--- config.mk ---
export PLATFORM = sky130hd
export DESIGN_NAME = display_sr_receiver
export DESIGN_NICKNAME = d
export VERILOG_FILES = /design/src/rtl/clock_pkg.sv /design/src/rtl/sync_edge.sv /design/src/rtl/display_sr_receiver.sv
export SDC_FILE = /design/constraint.sdc
export NUM_CORES = 1
export LEC_CHECK = 0
export ABC_AREA = 0
export BUFFER_PORTS_ARGS = -buffer_cell sky130_fd_sc_hd__buf_2
export CAP_MARGIN = 20
export CORE_ASPECT_RATIO = 2
export CORE_MARGIN = 2
export CORE_UTILIZATION = 51
export CTS_CLUSTER_SIZE = 25
export DETAILED_ROUTE_END_ITERATION = 8
export MAX_ROUTING_LAYER = met4
export PLACE_DENSITY = 0.74
export SLEW_MARGIN = 30
export SYNTH_ARGS = -nofsm -noshare
export SYNTH_HDL_FRONTEND = slang
export SYNTH_SLANG_ARGS = --single-unit
--- constraint.sdc ---
create_clock -name clk -period 1.82 [get_ports clk]
set_input_delay 0.273 -clock clk [delete_from_list [all_inputs] [get_ports clk]]
set_output_delay 0.273 -clock clk [all_outputs]
set_load 0.01 [all_outputs]
--- src/rtl/clock_pkg.sv ---
// Shared constants, FSM encoding and BCD helper for the display shift-register receiver.
package clock_pkg;

    localparam int FRAME_BITS = 24;
    localparam int DIGIT_W    = 4;
    localparam int BCD_MAX    = 9;
    localparam int NUM_DIGITS = 6;

    typedef enum logic [1:0] {
        ST_IDLE  = 2'b00,
        ST_SHIFT = 2'b01,
        ST_CHECK = 2'b10
    } state_t;

    // A nibble is a legal BCD digit when it does not exceed BCD_MAX.
    function automatic logic is_bcd_digit(input logic [DIGIT_W-1:0] d);
        return (d <= DIGIT_W'(BCD_MAX));
    endfunction

endpackage

--- src/rtl/sync_edge.sv ---
// N-stage synchronizer followed by a rising-edge detector on the synchronized level.
module sync_edge #(
    parameter int N = 2
) (
    input  logic clk,
    input  logic reset,
    input  logic d,
    output logic level,
    output logic rise
);

    logic [N-1:0] chain_r;
    logic         prev_r;

    // Synchronizer chain plus one extra flop holding the previous synchronized level.
    always_ff @(posedge clk or posedge reset) begin
        if (reset) begin
            chain_r <= '0;
            prev_r  <= 1'b0;
        end else begin
            chain_r[0] <= d;
            for (int i = 1; i < N; i++) begin
                chain_r[i] <= chain_r[i-1];
            end
            prev_r <= chain_r[N-1];
        end
    end

    assign level = chain_r[N-1];
    assign rise  = chain_r[N-1] & ~prev_r;

endmodule

--- src/rtl/display_sr_receiver.sv ---
// Receives a 6-digit BCD frame over a 3-wire shift/latch link and presents the last good frame.
module display_sr_receiver
    import clock_pkg::*;
#(
    parameter int FRAME_BITS  = clock_pkg::FRAME_BITS,
    parameter int SYNC_STAGES = 2
) (
    input  logic       clk,
    input  logic       reset,
    input  logic       serial_in,
    input  logic       sr_clk_in,
    input  logic       latch_in,
    output logic [3:0] hours_msd,
    output logic [3:0] hours_lsd,
    output logic [3:0] minutes_msd,
    output logic [3:0] minutes_lsd,
    output logic [3:0] seconds_msd,
    output logic [3:0] seconds_lsd,
    output logic       frame_valid,
    output logic       frame_error,
    output logic       busy
);

    localparam int CNT_W   = $clog2(FRAME_BITS + 2);
    localparam int CNT_MAX = FRAME_BITS + 1;

    logic                  ser_level_s;
    logic                  ser_rise_s;
    logic                  sr_level_s;
    logic                  sr_rise_s;
    logic                  latch_level_s;
    logic                  latch_rise_s;

    state_t                state_r;
    state_t                next_state_s;
    logic [FRAME_BITS-1:0] shift_r;
    logic [CNT_W-1:0]      bit_cnt_r;
    logic                  do_shift_s;
    logic                  do_clear_s;
    logic                  accept_s;
    logic                  reject_s;
    logic                  nibbles_ok_s;
    logic                  bits_ok_s;

    // All three link inputs go through identical pipelines so they stay cycle-aligned.
    sync_edge #(.N(SYNC_STAGES)) u_sync_ser (
        .clk(clk), .reset(reset), .d(serial_in), .level(ser_level_s), .rise(ser_rise_s)
    );
    sync_edge #(.N(SYNC_STAGES)) u_sync_sr (
        .clk(clk), .reset(reset), .d(sr_clk_in), .level(sr_level_s), .rise(sr_rise_s)
    );
    sync_edge #(.N(SYNC_STAGES)) u_sync_latch (
        .clk(clk), .reset(reset), .d(latch_in), .level(latch_level_s), .rise(latch_rise_s)
    );

    // Frame is acceptable only with an exact bit count and every nibble a legal BCD digit.
    always_comb begin
        nibbles_ok_s = 1'b1;
        for (int k = 0; k < FRAME_BITS / DIGIT_W; k++) begin
            if (!is_bcd_digit(shift_r[k*DIGIT_W +: DIGIT_W])) begin
                nibbles_ok_s = 1'b0;
            end else begin
                nibbles_ok_s = nibbles_ok_s;
            end
        end
        bits_ok_s = nibbles_ok_s && (bit_cnt_r == CNT_W'(FRAME_BITS));
    end

    // FSM state register.
    always_ff @(posedge clk or posedge reset) begin
        if (reset) begin
            state_r <= ST_IDLE;
        end else begin
            state_r <= next_state_s;
        end
    end

    // Next-state and datapath controls; a latch edge always wins over a same-cycle shift edge.
    always_comb begin
        next_state_s = state_r;
        do_shift_s   = 1'b0;
        do_clear_s   = 1'b0;
        accept_s     = 1'b0;
        reject_s     = 1'b0;
        case (state_r)
            ST_IDLE: begin
                if (latch_rise_s) begin
                    reject_s = 1'b1;
                end else if (sr_rise_s) begin
                    next_state_s = ST_SHIFT;
                    do_shift_s   = 1'b1;
                end else begin
                    next_state_s = ST_IDLE;
                end
            end
            ST_SHIFT: begin
                if (latch_rise_s) begin
                    next_state_s = ST_CHECK;
                end else if (sr_rise_s) begin
                    do_shift_s = 1'b1;
                end else begin
                    next_state_s = ST_SHIFT;
                end
            end
            ST_CHECK: begin
                next_state_s = ST_IDLE;
                do_clear_s   = 1'b1;
                if (bits_ok_s) begin
                    accept_s = 1'b1;
                end else begin
                    reject_s = 1'b1;
                end
            end
            default: begin
                next_state_s = ST_IDLE;
                do_clear_s   = 1'b1;
            end
        endcase
    end

    // Shift register and saturating bit counter; both cleared when returning to idle.
    always_ff @(posedge clk or posedge reset) begin
        if (reset) begin
            shift_r   <= '0;
            bit_cnt_r <= '0;
        end else if (do_clear_s) begin
            shift_r   <= '0;
            bit_cnt_r <= '0;
        end else if (do_shift_s) begin
            shift_r <= {shift_r[FRAME_BITS-2:0], ser_level_s};
            if (bit_cnt_r != CNT_W'(CNT_MAX)) begin
                bit_cnt_r <= bit_cnt_r + CNT_W'(1);
            end
        end
    end

    // Registered outputs: digits load together on accept, status pulses last one cycle.
    always_ff @(posedge clk or posedge reset) begin
        if (reset) begin
            hours_msd   <= 4'h0;
            hours_lsd   <= 4'h0;
            minutes_msd <= 4'h0;
            minutes_lsd <= 4'h0;
            seconds_msd <= 4'h0;
            seconds_lsd <= 4'h0;
            frame_valid <= 1'b0;
            frame_error <= 1'b0;
            busy        <= 1'b0;
        end else begin
            frame_valid <= accept_s;
            frame_error <= reject_s;
            busy        <= (next_state_s == ST_SHIFT);
            if (accept_s) begin
                hours_msd   <= shift_r[FRAME_BITS-1  -: 4];
                hours_lsd   <= shift_r[FRAME_BITS-5  -: 4];
                minutes_msd <= shift_r[FRAME_BITS-9  -: 4];
                minutes_lsd <= shift_r[FRAME_BITS-13 -: 4];
                seconds_msd <= shift_r[FRAME_BITS-17 -: 4];
                seconds_lsd <= shift_r[FRAME_BITS-21 -: 4];
            end
        end
    end

endmodule
==> impl_results.md <==
- Aggregate global-route resource usage: 0.221
- Top area cells in the synthesized netlist: dfrtp_1 (63%), mux2_2 (10%), nand2_1 (7.5%)
- Via count: 1889
- Total of flip-flops plus latches after synthesis: 66
- Number of placed I/O pins: 32
- Area grow syn2layout: 30.9%
- Crit path time final: 1.96 ns
- Number of antenna violations at the first check in global routing: 0
- Placeable core region: 4910 um^2
- Number of hold violations in the final report: 0
- Comb power frac: 0.129
- Worst Path Class, Setup: flip-flop to flip-flop
- Top-area cell type share of the netlist area: 0.634
- Cell total after placement: 321
- Area of the die: 5730 um^2
- Leakage power figure: 1.70 nW
- Number of nets still failing antenna checks after routing: 0
- Total DRC errors in the routed layout: 0
- Later-pin clock latency in the skew report: 0.35 ns
- Post-route standard cell area excluding fillers: 3410 um^2
- Placed wire-length estimate: 3370 um
- H-Tree Level Count: 3
- Post-DP Area: 2990 um^2
- Vias in the first global route: 1873
- Effective utilization at floorplan: 0.530
- Sink Count: 66
- Sequential fraction of design power: 0.471
- Post-synth top cells: dfrtp_1 (66), nand2_1 (52), a21oi_1 (25), mux2_2 (24), clkbuf_1 (7)
- Fillcell total: 361
- Total power of the final layout: 3.37 mW
- Most frequent cell after synthesis: dfrtp_1
- Final standard cell utilization of the core: 0.694
- Sequential-to-total area share from yosys stat: 0.634
- Violation count after the first detailed-route iteration: 38
- GR Overflow Total: 0
- Type of element launching the critical path: flip-flop
- Worst-Margin Slew: 0.602 ns
- Data required time at the worst endpoint: 2.05 ns
- CTS clk-pin slew, worst paths: 0.07 ns
- Die height: 105 um
- Count of input and output buffers: 31
- Mapped Area: 2600 um^2
- DR vias/cell: 5.43
- CTS tree: built
- Clock Root Buffer: clkbuf_8
- Final cell count without fillers: 348
- Mapped Nets: 231
- Row cnt: 36
- Peak supply drop: 1070 uV
- Number of synthesis warnings: 0
- Violations in the final reports: setup timing
- Number of pins exceeding their max-slew limit in the final report: 0
- TritonCTS Buffers: 9
- Worst slew margin: 0.598
- Largest net degree at the start of global routing: 33
- Fraction of synthesis flops using an asynchronous set or reset pin: 1.00
- Max-cap violation count: 0
- Syn_area_per_cell: 11.7 um^2
- Crit path capture type: flip-flop
- Share of final-layout standard cells stronger than drive strength 1: 0.385
- Worst setup margin: -0.136 ns
- Share of the clock period used by the worst path after layout: 1.07
- Wire length of the first global-routing pass: 8590 um
- Share of total power in the clock network: 0.400
- Total Nets Final: 294
- Run status: finished with violations
- Diode count: 0
- Worst Path Arrival: 2.19 ns
- Count of flip-flops with a built-in enable after synthesis: 0
- Internal Dissipation: 2.57 mW
- Sw Share: 0.238
- F_max: 511 MHz
- Net switching power of the design: 0.803 mW
- Commonest register cell after synthesis: dfrtp_1
- RSZ-0062 raised after global routing: yes
- Gpl congestion: 0.722
- Die width: 54.5 um
- P per Cell Area: 990 nW/um^2
- Count of cell types in the netlist: 27
- Sum of routed wire length over all layers: 5780 um
- Worst min-delay path class: input pin to flip-flop
- Final setup skew: 0.00898 ns
- Synth Instances: 223
- Library cell with the largest summed area after synthesis: dfrtp_1
- Finish-stage setup viols: 24
- TritonRoute pass-1 iters: 5
- WL per Instance: 16.6 um
- Number of buffers on the longest clock path: 2
- Largest fanout on the critical path: 6
## worst paths after layout
path / from / to / slack (ns) / cells past startpoint
setup / recovery: bit_cnt_r[1] / hours_msd[1] / -0.14 / 8
hold / removal: sr_clk_in / u_sync_sr.chain_r[0] / 0.03 / 1
setup reg to reg: bit_cnt_r[1] / hours_msd[1] / -0.14 / 8
hold reg to reg: u_sync_ser.chain_r[0] / u_sync_ser.chain_r[1] / 0.35 / 0
max in group asynchronous: reset / bit_cnt_r[0] / 0.78 / 4
min in group asynchronous: reset / seconds_msd[1] / 0.54 / 3
## registers in the layout, indices dropped and copies added (netlist names)
| signal | count |
|---|---|
| frame_valid | 1 |
| shift_r | 24 |
| minutes_msd | 4 |
| busy | 1 |
| u_sync_ser.chain_r | 2 |
| bit_cnt_r | 5 |
| u_sync_sr.chain_r | 2 |
| hours_lsd | 4 |
| state_r | 2 |
| minutes_lsd | 4 |
| seconds_msd | 4 |
| seconds_lsd | 4 |
| u_sync_sr.prev_r | 1 |
| hours_msd | 4 |
| frame_error | 1 |
| u_sync_latch.chain_r | 2 |
| u_sync_latch.prev_r | 1 |
## kinds of logic (layout without fill, tap and decap cells)
group | after synthesis | after routing | synth area share
compound gates | 33 | 33 | 0.0654
xor+xnor | 4 | 4 | 0.0135
fa+ha+maj | 3 | 3 | 0.0144
buf+inv | 16 | 84 | 0.0308
flops | 66 | 66 | 0.634
mux | 24 | 24 | 0.104
simple gates | 77 | 77 | 0.138
## stage by stage
| step | TNS, ns | hold slack (ns) | setup WS, ns |
|---|---|---|---|
| final | -2.89 | 0.0302 | -0.136 |
| after global routing | -4.71 | 0.0123 | -0.215 |
| after CTS | -1.06 | 0.0139 | -0.0629 |
| after detailed placement | -1.40 | 0.343 | -0.0680 |
| after global placement | -1.40 | 0.335 | -0.0595 |
| after floorplan | -1.67 | 0.304 | -0.0833 |
## cell type report
cell class | instances | area, um^2 | area share
clock buffer | 11 | 141 | 0.0415
sequential | 66 | 1650 | 0.485
clock inverter | 5 | 77.6 | 0.0228
timing repair buffer | 65 | 489 | 0.144
multi-input combinational | 141 | 961 | 0.282
tap | 57 | 71.3 | 0.0209
inverter | 3 | 15.0 | 0.00441
## power by group through the flow
stage	sequential (mW)	combinational [mW]	clock [mW]
finish	1.59	0.434	1.35
global route	1.60	0.488	1.44
CTS	1.59	0.377	1.37
detailed placement	1.61	0.354	0
global placement	1.61	0.347	0
floorplan	1.62	0.195	0
## critical path: stages (launching register included)
cell and delay, ns:
dfrtp_1 0.38, inv_2 0.08, ha_4 0.13, nand2_2 0.04, or2_4 0.26, nor4_4 0.29, buf_4 0.19, buf_6 0.14
mux2_2 0.33
## metal layers
layer / part of all wire / track usage
met4: 0.036 / 0.123
met3: 0.040 / 0.0600
met2: 0.55 / 0.355
met5: 0 / -
met1: 0.38 / 0.233
## cell usage in the layout, fill, tap and decap left out, drive strengths merged, types with 3 or more instances in the layout
cell type	count
o21ai	6
clkbuf	13
nor2	4
nand3	3
buf	62
nand4	3
dfrtp	66
xor2	3
a21oi	25
ha	3
nand2	52
mux2	24
## repair_timing
action                                  CTS  global route
setup buffers                             3             4
cloned                                    1             2
gates resized for setup                  12            11
hold buffers                              1             0
endpoints found under the setup margin   24            24
endpoints found under the hold margin    14             0
pin swaps                                 0             4
(Power assumes the default switching activity.)
